### config.mk
export PLATFORM = sky130hd
export DESIGN_NAME = showcase_delay_line
export DESIGN_NICKNAME = d
export VERILOG_FILES = /design/src/rtl/showcase_delay_line.sv
export SDC_FILE = /design/constraint.sdc
export NUM_CORES = 1
export LEC_CHECK = 0
export BUFFER_PORTS_ARGS = -buffer_cell sky130_fd_sc_hd__buf_2
export CORE_MARGIN = 4
export CORE_UTILIZATION = 39
export CTS_CLUSTER_SIZE = 16
export DETAILED_ROUTE_END_ITERATION = 16
export GPL_TIMING_DRIVEN = 0
export SLEW_MARGIN = 20
export SYNTH_ARGS = -nofsm -noshare
export SYNTH_HDL_FRONTEND = slang
export SYNTH_SLANG_ARGS = --single-unit
### constraint.sdc
create_clock -name clk -period 1.8 [get_ports clk]
set_input_delay 0.27 -clock clk [delete_from_list [all_inputs] [get_ports clk]]
set_output_delay 0.27 -clock clk [all_outputs]
set_load 0.02 [all_outputs]
### src/rtl/showcase_delay_line.sv
`default_nettype none
// ============================================================================
//  Module   : showcase_delay_line
//  Purpose  : Programmable delay line backed by a small circular buffer.
//             Every cycle the input sample and its qualifier are written to
//             the buffer. The output is read back dly+2 cycles later.
//             A peak tracker and a saturating count of valid outputs are kept.
//  Ports    : clk       - clock, rising edge
//             rst_n     - asynchronous active-low reset
//             din       - input sample            din_vld  - din qualifier
//             cfg_dly   - new delay code          cfg_we   - load cfg_dly
//             clr       - synchronous clear of peak / cnt / cnt_sat
//             dout      - delayed sample (reg)    dout_vld - dout qualifier (reg)
//             flushing  - output masked after a configuration write
//             peak      - largest valid dout since reset / clr
//             cnt       - valid dout count, saturating
//             cnt_sat   - sticky, cnt reached all-ones
//  Revision : 1.0 - initial release
// ============================================================================
module showcase_delay_line #(
    parameter int DATA_WIDTH = 8,
    parameter int ADDR_WIDTH = 2,
    parameter int CNT_WIDTH  = 16,
    parameter bit SIGNED     = 1'b0,
    parameter int DLY_INIT   = 0
) (
    input  logic                  clk,
    input  logic                  rst_n,
    input  logic [DATA_WIDTH-1:0] din,
    input  logic                  din_vld,
    input  logic [ADDR_WIDTH-1:0] cfg_dly,
    input  logic                  cfg_we,
    input  logic                  clr,
    output logic [DATA_WIDTH-1:0] dout,
    output logic                  dout_vld,
    output logic                  flushing,
    output logic [DATA_WIDTH-1:0] peak,
    output logic [CNT_WIDTH-1:0]  cnt,
    output logic                  cnt_sat
);

    localparam int c_DEPTH   = 2 ** ADDR_WIDTH;
    // DEPTH+1 always fits in ADDR_WIDTH+1 bits
    localparam int c_FLUSH_W = ADDR_WIDTH + 1;

    localparam logic [ADDR_WIDTH-1:0] c_ADDR_ONE   = ADDR_WIDTH'(1);
    localparam logic [c_FLUSH_W-1:0]  c_FLUSH_ONE  = c_FLUSH_W'(1);
    localparam logic [c_FLUSH_W-1:0]  c_FLUSH_LOAD = c_FLUSH_W'(c_DEPTH + 1);
    localparam logic [CNT_WIDTH-1:0]  c_CNT_ONE    = CNT_WIDTH'(1);
    localparam logic [CNT_WIDTH-1:0]  c_CNT_MAX    = {CNT_WIDTH{1'b1}};
    localparam logic [DATA_WIDTH-1:0] c_PEAK_MIN   =
        SIGNED ? {1'b1, {(DATA_WIDTH-1){1'b0}}} : {DATA_WIDTH{1'b0}};

    // Buffer storage: data without reset, qualifiers with reset so that
    // stale data can never surface as a valid output.
    logic [DATA_WIDTH-1:0] r_mem [c_DEPTH];
    logic [c_DEPTH-1:0]    r_slot_vld;

    logic [ADDR_WIDTH-1:0] r_wr_ptr;
    logic [ADDR_WIDTH-1:0] r_dly;
    logic [c_FLUSH_W-1:0]  r_flush_cnt;
    logic                  r_flushing;
    logic [DATA_WIDTH-1:0] r_dout;
    logic                  r_dout_vld;
    logic [DATA_WIDTH-1:0] r_peak;
    logic [CNT_WIDTH-1:0]  r_cnt;
    logic                  r_cnt_sat;

    logic [ADDR_WIDTH-1:0] w_rd_addr;
    logic [c_FLUSH_W-1:0]  w_flush_nxt;
    logic                  w_gt;

    // Read happens before the same-cycle write, so dly = DEPTH-1 sees the
    // slot that is about to be overwritten.
    assign w_rd_addr = r_wr_ptr - r_dly - c_ADDR_ONE;

    // Flush countdown; any configuration write (re)starts it.
    always_comb begin
        w_flush_nxt = '0;
        if (cfg_we) begin
            w_flush_nxt = c_FLUSH_LOAD;
        end else if (r_flush_cnt != '0) begin
            w_flush_nxt = r_flush_cnt - c_FLUSH_ONE;
        end
    end

    generate
        if (SIGNED) begin : g_signed_cmp
            assign w_gt = $signed(r_dout) > $signed(r_peak);
        end else begin : g_unsigned_cmp
            assign w_gt = r_dout > r_peak;
        end
    endgenerate

    always_ff @(posedge clk) begin
        r_mem[r_wr_ptr] <= din;
    end

    always_ff @(posedge clk or negedge rst_n) begin
        if (!rst_n) begin
            r_slot_vld  <= '0;
            r_wr_ptr    <= '0;
            r_dly       <= ADDR_WIDTH'(DLY_INIT);
            r_flush_cnt <= '0;
            r_flushing  <= 1'b0;
        end else begin
            r_slot_vld[r_wr_ptr] <= din_vld;
            r_wr_ptr             <= r_wr_ptr + c_ADDR_ONE;
            r_flush_cnt          <= w_flush_nxt;
            r_flushing           <= (w_flush_nxt != '0);
            if (cfg_we) begin
                r_dly <= cfg_dly;
            end
        end
    end

    // Output stage: masking follows the flag that becomes visible together
    // with this output, so dout_vld is never high while flushing is high.
    always_ff @(posedge clk or negedge rst_n) begin
        if (!rst_n) begin
            r_dout     <= '0;
            r_dout_vld <= 1'b0;
        end else if (w_flush_nxt != '0) begin
            r_dout_vld <= 1'b0;
        end else begin
            r_dout     <= r_mem[w_rd_addr];
            r_dout_vld <= r_slot_vld[w_rd_addr];
        end
    end

    // Statistics over presented outputs; clr wins over a same-cycle output.
    always_ff @(posedge clk or negedge rst_n) begin
        if (!rst_n) begin
            r_peak    <= c_PEAK_MIN;
            r_cnt     <= '0;
            r_cnt_sat <= 1'b0;
        end else if (clr) begin
            r_peak    <= c_PEAK_MIN;
            r_cnt     <= '0;
            r_cnt_sat <= 1'b0;
        end else if (r_dout_vld) begin
            if (w_gt) begin
                r_peak <= r_dout;
            end
            if (r_cnt != c_CNT_MAX) begin
                r_cnt <= r_cnt + c_CNT_ONE;
                if (r_cnt == (c_CNT_MAX - c_CNT_ONE)) begin
                    r_cnt_sat <= 1'b1;
                end
            end
        end
    end

    assign dout     = r_dout;
    assign dout_vld = r_dout_vld;
    assign flushing = r_flushing;
    assign peak     = r_peak;
    assign cnt      = r_cnt;
    assign cnt_sat  = r_cnt_sat;

endmodule
`default_nettype wire

# --- After elaboration in Yosys (flattened, before gate mapping) ---
# Memories as Yosys holds them, arrays and structs flattened. A register that Yosys moved wholly into a read port is not among the register bits.
# Cells that the tools add are included.
op_classes:
  n_reduce_logical: 12
  n_div: 0
  addsub: 5
  shift: 0
  n_bitwise: 0
  n_mux: 18
  order_cmp: 4
  eq_ne: 2
  n_mul: 0
ops:
  columns: ["operator", "count"]
  rows:
  - ["$mux W16", 3]
  - ["$mux W8", 3]
  - ["$add A16 B1 Y16 const B", 1]
  - ["$eq A16 B16 Y1 const B", 1]
  - ["$ne A16 B16 Y1 const B", 1]
  - ["$gt A8 B8 Y1", 1]
  - ["$reduce_bool A2 Y1", 4]
  - ["$mux W1", 7]
  - ["$lt A2 B3 Y1 const B", 2]
  - ["$mux W3", 2]
  - ["$reduce_bool A3 Y1", 2]
  - ["$bwmux W4", 1]
  - ["$reduce_and A2 Y1", 2]
  - ["$reduce_and A3 Y1", 1]
  - ["$sub A3 B1 Y3 const B", 1]
  - ["$add A2 B1 Y2 const B", 1]
  - ["$bmux W1 S2", 1]
  - ["$demux W1 S2", 1]
  - ["$ge A2 B1 Y1 const B", 1]
  - ["$logic_not A1 Y1", 2]
  - ["$sub A2 B1 Y2 const B", 1]
  - ["$sub A2 B2 Y2", 1]
  - ["$logic_and A1 B1 Y1", 1]
word_totals:
  mem_count: 1
  romBits: 0
  ramBits: 32
  word_cells: 51
  output_inout_bits: 35
  latchBits: 0
  reg_bits: 38
memory_table:
  columns: ["name", "words", "word_bits", "rd", "rd_clocked_by_memory_dff", "write_ports", "line_no", "text"]
  rows:
  - ["r_mem", 4, 8, 1, 1, 1, "56", "logic [DATA_WIDTH-1:0] r_mem [c_DEPTH];"]

# --- Longest topological paths before layout ---
# Gate-level depths: netlist (run 1).
depth:
  depth_word: 5
  depth_mapped: 8
  depth_no_buf: 7

# --- Worst setup path before layout (run 1) ---
# OpenSTA, ideal clock, no wires.
synth_timing:
  path_type: "register -> register"
  start: "reg r_flush_cnt[0]"
  end: "reg r_dout[0], in the netlist dout[0] (read register of r_mem)"
  t_required_ns: 1.675
  arrival_time_ns: 1.768
  n_path_buf: 1
  synth_period_minus_slack_ns: 1.893
  stages_incl_launch_ff: 8
  setup_slack_ns: -0.093
  path_cell_list: "dfrtp_1 > nor2_1 > inv_1 > ha_1 > or2_1 > or3b_1 > buf_6 > mux2_4"
synth_between:
  elab_chain_cells: 5
synth_rtl:
  columns: ["element", "line_no", "text"]
  rows:
  - ["from (decl)", "61", "logic [c_FLUSH_W-1:0] r_flush_cnt;"]
  - ["from (signal assigned)", "109", "r_flush_cnt <= w_flush_nxt;"]
  - ["$sub A3 B1 Y3 or $reduce_bool A3 Y1 (tied branches)", "83, 82", null]
  - ["$mux W3 *", "82", "end else if (r_flush_cnt != '0) begin"]
  - ["$mux W3 *", "80", "if (cfg_we) begin"]
  - ["net w_flush_nxt[2]", "70", "logic [c_FLUSH_W-1:0] w_flush_nxt;"]
  - ["$reduce_bool A3 Y1 *", "123", "end else if (w_flush_nxt != '0) begin"]
  - ["$logic_not A1 Y1 (no line) *", null, null]
  - ["to (decl)", "63", "logic [DATA_WIDTH-1:0] r_dout;"]
# Mark *: on every way through the listed nets, which the timed path passes. The rest lies on a longest branch.
# A chain may end at the register's enable or synchronous reset.

# --- Worst setup path after layout (run 1) ---
layout_timing:
  start: "reg r_flush_cnt[1]"
  end: "reg r_dout[3], in the netlist dout[3] (read register of r_mem)"
# Same word-level chain as after synthesis.

==> impl_summary.md, run 1 <==
Status
The flow ran to the end, but the final reports show violations. The checks that failed: setup timing.

STA
Setup repair after global routing could not meet its margin everywhere. The final sum of negative setup slack is -523.7 ps. The worst path uses 103.7% of the clock period. The tightest slew margin relative to the limit is 60.41%. Derived from the worst setup path, the maximum achievable clock frequency is 0.5356 GHz. The number of failing hold endpoints at the final stage is 0.

Setup violations remaining at the end of the flow were counted as 8. For the final database, setup skew stands at 12.45 ps. Counting I/O delays and the setup requirement, the final critical path takes 1867 ps. The number of max-slew violations in the final report was 0. For the pin with the worst max-slew slack, the measured transition is 593.8 ps. Once routing completed, OpenROAD measured the worst setup slack at -66.94 ps.

Final layout
The number of diodes added for antenna fixing is 0. For this run, the share of the core covered by cells in the final layout is 48.63%. After the last flow step, the layout net total stands at 360. The layout overhead on the synthesized area is 19.20%. With fillers left out, the area of the finished cells amounts to 4303 sq um. The fraction of final layout cells sized beyond drive strength 1 is 34.53%.

After filler insertion, the fill cell instance count of the layout stands at 811.

Placed design
The placer congestion estimate is 0.7664. The HPWL after detailed placement is 4.606 mm. The placed instances occupy a cell area of 3995 sq um.

The setup slack after placement is -300.5 ps. The count of buffers added on input and output ports is 49.

Global route
The first global-routing pass estimated 11.07 mm of wire. Entering global routing, the biggest net connects 47 pins. The number of antenna violations at the first check in global routing is 0.

The global-route usage over all layers is 13.06%. The via count of the first global-routing pass is 2210. The total congestion overflow is 0.

Critical path
The worst register-to-register path begins at r_flush_cnt[1]$_DFF_PN0_. STA puts the critical path data arrival time at 2110 ps. The worst register-to-register path ends at dout[3]$_DFFE_PN0N_. Along the worst path, the maximum fanout reaches 10.

The kind of capture point of the worst setup path is a flip-flop. The critical path starts at r_flush_cnt[1]$_DFF_PN0_. The required time reported for the critical path endpoint is 2040 ps. The type of origin of the critical path is a flip-flop. The number of cells traversed by the worst register-to-register path is 7. The setup path with the least slack is of type reg2reg. The critical path ends at dout[3]$_DFFE_PN0N_. The setup check on the worst reg-to-reg path leaves a slack of -70 ps.

Clock tree
The root buffer cell chosen for the clock tree is clkbuf_8. After clock tree synthesis, the clock-pin slew on the worst setup and hold paths is 90 ps. The number of buffers between clock root and the deepest sink is 2.

The clock reaches the later pin of the worst-skew pair after 360 ps. TritonCTS built the clock tree. In this run, CTS created clock tree buffers numbering 9. The number of sinks on the clock net is 78. In this run the number of H-tree levels came out at 3.

Die
The floorplan has 34 rows. The height of the die is 104.2 um. The number of top-level design ports is 50. The die is 104.2 um wide. The overall die area is 10860 sq um. The initial utilization of the core area, before any placement, comes to 40.79%.

The placeable core region is 8848 sq um.

Yosys
The post-synthesis cell count is 261. The area of the mapped netlist is 3610 sq um. The number of different library cells used by synthesis comes to 42.

The number of warnings printed during yosys synthesis is 0. The synthesized design contains 78 register bits. The average cell area after synthesis is 13.83 sq um. The number of nets in the synthesized netlist is 293. The sequential-to-total area share from yosys stat is 58.51%.

Routing
The total number of vias is 2211. The number of nets still failing antenna checks after routing is 0. The first routing iteration left 40 violations. The number of remaining DRC errors is 0. The average wire length per cell after detail routing is 14.98 um. Dividing the detail-routed via count by the number of cells gives 5.014.

The routed design has 6.607 mm of wire. The length of the first detailed-routing pass in iterations is 4.

Power and ir drop
The worst-case IR drop observed on VDD is 452.5 uV. In this run the power density over the cells is 995.3 nW/um^2. The leakage power is 1.843 nW.

Flow run
The tool flagged a number of max-cap violations equal to 0.

Worst hold path
The depth of the worst hold-timing path is 1. The class of the tightest hold or removal check is in2reg.
cells in the final DEF (no fill, tap or decap), types with 2 or more instances in the layout:
cell type   instances
nor2_1             20
dfrtp_1            46
mux4_2              9
o21ai_0             2
inv_1              15
nand2_1            11
edfxtp_1           32
a211oi_2            3
buf_6               2
mux2_4              8
inv_6               3
a31oi_1             5
ha_1               13
nand4_1             6
and3_1              5
a21oi_1             6
nand3_1             3
and4_4              2
inv_8               2
xnor2_1             9
clkbuf_8            9
buf_2              48
buf_4               9
clkbuf_1            3
ha_2                3
mux2_2              5
clkinvlp_4          2
xor2_1              5
xnor2_2             2
nand2b_1           17
mux2i_1             8
cell usage after synthesis (all sizes together):
cell,instances,area share [%]
dfrtp,46,32
edfxtp,32,27
nor2,21,2.2
ha,17,5.9
nand2b,17,2.9
inv,15,1.6
mux2,13,4.9
nand2,11,1.1
xnor2,11,2.9
mux4,9,5.6
mux2i,8,2.2
a21oi,6,0.83
a31oi,6,1.5
nand4,6,1.0
and3,5,0.87
clkbuf,5,0.55
xor2,5,1.2
a211oi,4,1.1
buf,4,0.87
nand3,4,0.69
and4,3,0.87
o21ai,2,0.28
a311oi,1,0.24
and2,1,0.17
and2b,1,0.24
nor2b,1,0.17
nor3,1,0.14
nor4,1,0.35
o211ai,1,0.21
o21bai,1,0.21
o31a,1,0.24
or2,1,0.17
or3b,1,0.24
sequential cells by signal (all words and copies together), names as in the netlist:
signal,flops
r_slot_vld,4
dout,8
cnt_sat,1
cnt,16
peak,8
dout_vld,1
flushing,1
r_mem,32
r_wr_ptr,2
r_dly,2
r_flush_cnt,3
cell families (layout without fill, tap and decap cells):
logic type | Yosys count | count (layout) | share of synthesized area, %
adders and majority gates | 17 | 17 | 5.892
DFF | 78 | 78 | 58.51
buffers and inverters | 24 | 96 | 2.980
AOI/OAI and AO/OA | 22 | 22 | 4.575
and+or+nand+nor | 74 | 74 | 11.23
muxes | 30 | 30 | 12.72
xor gates and xnor gates | 16 | 16 | 4.090
final cells by class:
class                      instances  area (sq um)  area share, %
clock inverter                     7         63.81          1.483
multi-input combinational        159          1425          33.12
sequential                        78          2112          49.08
timing repair buffer              57         322.8          7.502
buffer                             8         63.81          1.483
clock buffer                       9         123.9          2.879
inverter                          15         56.30          1.309
tap                              108         135.1          3.140
power breakdown:
part / switching (mW) / internal (mW)
Combinational: 0.453 / 0.470
Sequential: 0.136 / 1.97
Clock: 0.716 / 0.534
Total: 1.31 / 2.98
how the worst min path moves through the flow:
stage / start / end
after CTS: din[2] / r_mem[0][2]$_DFFE_PP_
final: din[2] / r_mem[3][2]$_DFFE_PP_
after global routing: din[2] / r_mem[0][2]$_DFFE_PP_
after detailed placement: cfg_dly[0] / r_dly[0]$_DFFE_PN0P_
after floorplan: rst_n / cnt[0]$_DFFE_PN0P_
after global placement: cfg_dly[0] / r_dly[0]$_DFFE_PN0P_
routing by layer:
layer	part of all wire [%]	track usage (%)
met5	0	0
met4	1.2	4.558
met1	47	16.88
met3	3.6	4.283
met2	48	20.66
worst max-delay path, stage by stage (launching register included):
cell	delay (ps)
dfrtp_1	400
nor2_2	130
inv_1	50
ha_2	150
or2_1	210
or3b_1	360
buf_6	160
mux2_4	300
through the flow:
stage	hold slack, ps	total power, mW	instances
finish	130.3	4.283	441
detailed placement	487.1	2.977	418
global placement	482.7	2.949	418
global route	102.6	4.547	441
floorplan	-25.59	2.698	261
CTS	103.4	4.309	438
what timing repair did:
item | 4_1_cts | 5_1_grt
setup buffers | 5 | 2
hold buffers | 0 | 1
endpoints found under the setup margin | 21 | 21
gates resized for setup | 4 | 6
endpoints found under the hold margin | 0 | 46
pin swaps | 2 | 4
No activity file was read; power rests on OpenSTA's default activity.
==> run 2: changes to the inputs <==
--- a/config.mk
+++ b/config.mk
@@ -6,7 +6,8 @@
 export NUM_CORES = 1
 export LEC_CHECK = 0
 export BUFFER_PORTS_ARGS = -buffer_cell sky130_fd_sc_hd__buf_2
-export CORE_MARGIN = 4
+export CAP_MARGIN = 30
+export CORE_MARGIN = 3
 export CORE_UTILIZATION = 39
 export CTS_CLUSTER_SIZE = 16
 export DETAILED_ROUTE_END_ITERATION = 16
==> constraint.sdc (replaced) <==
create_clock -name clk -period 2.04 [get_ports clk]
set_input_delay 0.306 -clock clk [delete_from_list [all_inputs] [get_ports clk]]
set_output_delay 0.306 -clock clk [all_outputs]
set_load 0.02 [all_outputs]
==> impl_summary.md, run 2 (synthesis gave the netlist of run 1 again) <==
Status
The run finished with clean final reports.

Critical path
Among all stages on the critical path, the largest delay is contributed by dfrtp_1. Walking the worst path, the cells encountered are nor2_2, inv_1, ha_1, or2_1, or3b_1, buf_6, mux2_4. The number of buffers and inverters on the critical path is 2.

STA classifies the critical path startpoint as a flip-flop. The required time reported for the critical path endpoint is 2270 ps. For the worst setup path, the data arrival time is 2160 ps. For this run, the slowest stage of the critical path takes 410 ps. The kind of cell with the highest combined delay on the critical path is simple AND/OR/NAND/NOR gates.

The largest driver fanout on the critical path is 10. The path type of the worst setup path is reg2reg. The kind of capture point of the worst setup path is a flip-flop. The worst register-to-register path has a setup slack of 110 ps.

Final layout
Compared with the post-synthesis result, the final layout area differs by 18.06%. Leaving out fill and tap cells, the most frequent cell in the layout is buf_2. The flip-flop count of the largest register, all copies and words added is 32. The number of nets in the layout is 358. The number of fill cells is 805. Counting flops per register, the top entry is r_mem. The number of diodes added for antenna fixing is 0. Of the cells placed in the final design, the portion with a size suffix greater than 1 is 32.02%.

In the layout the commonest cells are buf_2, dfrtp_1, edfxtp_1, nor2_1.

Clock tree
The root buffer cell is clkbuf_8. The clock tree from TritonCTS is built. The number of buffers between clock root and the deepest sink is 2. The clock net in this run drives a total of 78 sinks. The clock input transition at the sequential cells of the worst setup and hold paths is 90 ps. The number of buffers created by CTS is 9. At the later pin of the worst-skew pair, clock insertion delay measures 350 ps. The H-tree generated during clock tree synthesis spans 3 levels.

Routing
The average wire length per cell after detail routing is 15.07 um. The routed layout has 2182 vias. The wire length after detailed routing is 6.617 mm.

The length of the first detailed-routing pass in iterations is 4. The number of remaining DRC errors is 0. Dividing the detail-routed via count by the number of cells gives 4.970. After the first detailed-routing iteration, the DRC count stood at 64. The number of nets still failing antenna checks after routing is 0.

Global route
The number of antenna violations at the first check in global routing came to 0. The via count of the first global-routing pass was 2111. Global routing finished with a remaining overflow of 0. The maximum number of pins on one net before global-route repair is 31. The wire length of the first global-routing pass is 10.86 mm.

The global-route usage over all layers is 13.74%.

Worst hold path
The class of the tightest hold or removal check is in2reg.

STA
The final-report setup violation count is 0. The number of max-slew violations in the final report is 0. At the pin with the least slew margin, the transition time is 497.6 ps. The number of failing hold endpoints at the final stage came to 0. Timing would allow up to 0.5175 GHz. Setup total negative slack on the finished layout was measured at 0 ps. The shortest clock period the worst path allows after layout is 1932 ps. Dividing the final minimum period by the clock period gives 94.72%. The tightest slew margin relative to the limit is 66.82%. The final setup skew is 12.23 ps. Setup repair after global routing left no endpoint under its margin.

Placed design
The congestion estimate from routability-driven global placement came to 0.7516. The HPWL after detailed placement is 4.558 mm. The count of buffers inserted at the top-level ports is 49.

Die
The number of top-level design ports is 50. Once the floorplan was initialized, standard cells occupied 40.79% of the core. The overall die area is 10450 sq um. The number of rows in the core area is 34. The core region is 8848 sq um. In this run the vertical extent of the chip is 102.2 um. The floorplan step set the die width to 102.2 um.

Power and ir drop
Overall power consumption after layout is estimated at 3.812 mW. The leakage power is 1.842 nW. The power per cell area is 894.4 nW/um^2.

Across the VDD grid, the largest voltage drop is 397.1 uV.

Flow run
The max-capacitance violation count is 0.
==> run 2: what timing repair did <==
action | in CTS | in global routing
hold buffers | 1 | 0
setup endpoints to repair | 8 | 8
endpoints found under the hold margin | 16 | 0
buffers inserted | 1 | 2
resized for setup | 0 | 3
pin swaps | 1 | 1
==> run 2: worst reg2reg max path: stages, from the launching register on <==
cell and delay [ps]:
dfrtp_1 410, nor2_2 130, inv_1 50, ha_1 160, or2_1 210, or3b_1 400
buf_6 170, mux2_4 300
==> run 2: path summary, 6_finish.rpt <==
kind / from / to / cells after the start
min in group asynchronous: rst_n / peak[5]$_DFFE_PN0P_ / 2
max in group asynchronous: rst_n / r_slot_vld[2]$_DFFE_PN0P_ / 3
worst min register to register: r_slot_vld[2]$_DFFE_PN0P_ / r_slot_vld[2]$_DFFE_PN0P_ / 1
worst min-delay path: din[4] / r_mem[0][4]$_DFFE_PP_ / 1
worst max register to register: r_flush_cnt[0]$_DFF_PN0_ / dout[0]$_DFFE_PN0N_ / 7
worst max-delay path: r_flush_cnt[0]$_DFF_PN0_ / dout[0]$_DFFE_PN0N_ / 7
==> run 2: metrics by stage <==
stage | area (sq um) | std cells | hold WS, ps | setup slack, ps | utilization, %
after floorplan | 3610 | 261 | 10.41 | 147.2 | -
after global placement | 3990 | 418 | 479.0 | -65.49 | 45.09
after detailed placement | 4010 | 419 | 267.7 | -65.44 | 45.32
after CTS | 4242 | 437 | 158.8 | 26.42 | 47.94
after global routing | 4262 | 439 | 152.4 | 9.837 | 48.16
final | 4262 | 439 | 170.7 | 107.7 | 48.16
==> run 2: where the power goes <==
part	switching (mW)	internal, mW
sequential	0.131	1.74
combinational	0.375	0.367
clock	0.613	0.583
total	1.12	2.69
==> run 2: metal layers <==
| metal | track usage (%) | part of all wire (%) | vias up |
|---|---|---|---|
| met2 | 20.79 | 47 | 37 |
| met3 | 3.549 | 4.0 | 2 |
| li1 | - | - | 1063 |
| met5 | 0 | 0 | - |
| met1 | 19.38 | 49 | 1080 |
| met4 | 4.541 | 0.47 | 0 |
==> run 2: area by class of cell <==
class                   instances  area [sq um]  share of cell area [%]
well taps                     108         135.1                   3.171
multi-input cells             159          1393                   32.68
clock inverters                 7         77.57                   1.820
repair buffers                 54         310.3                   7.281
inverters                      15         56.30                   1.321
flip-flops and latches         78          2112                   49.56
plain buffers                   9         53.80                   1.262
clock buffers                   9         123.9                   2.907
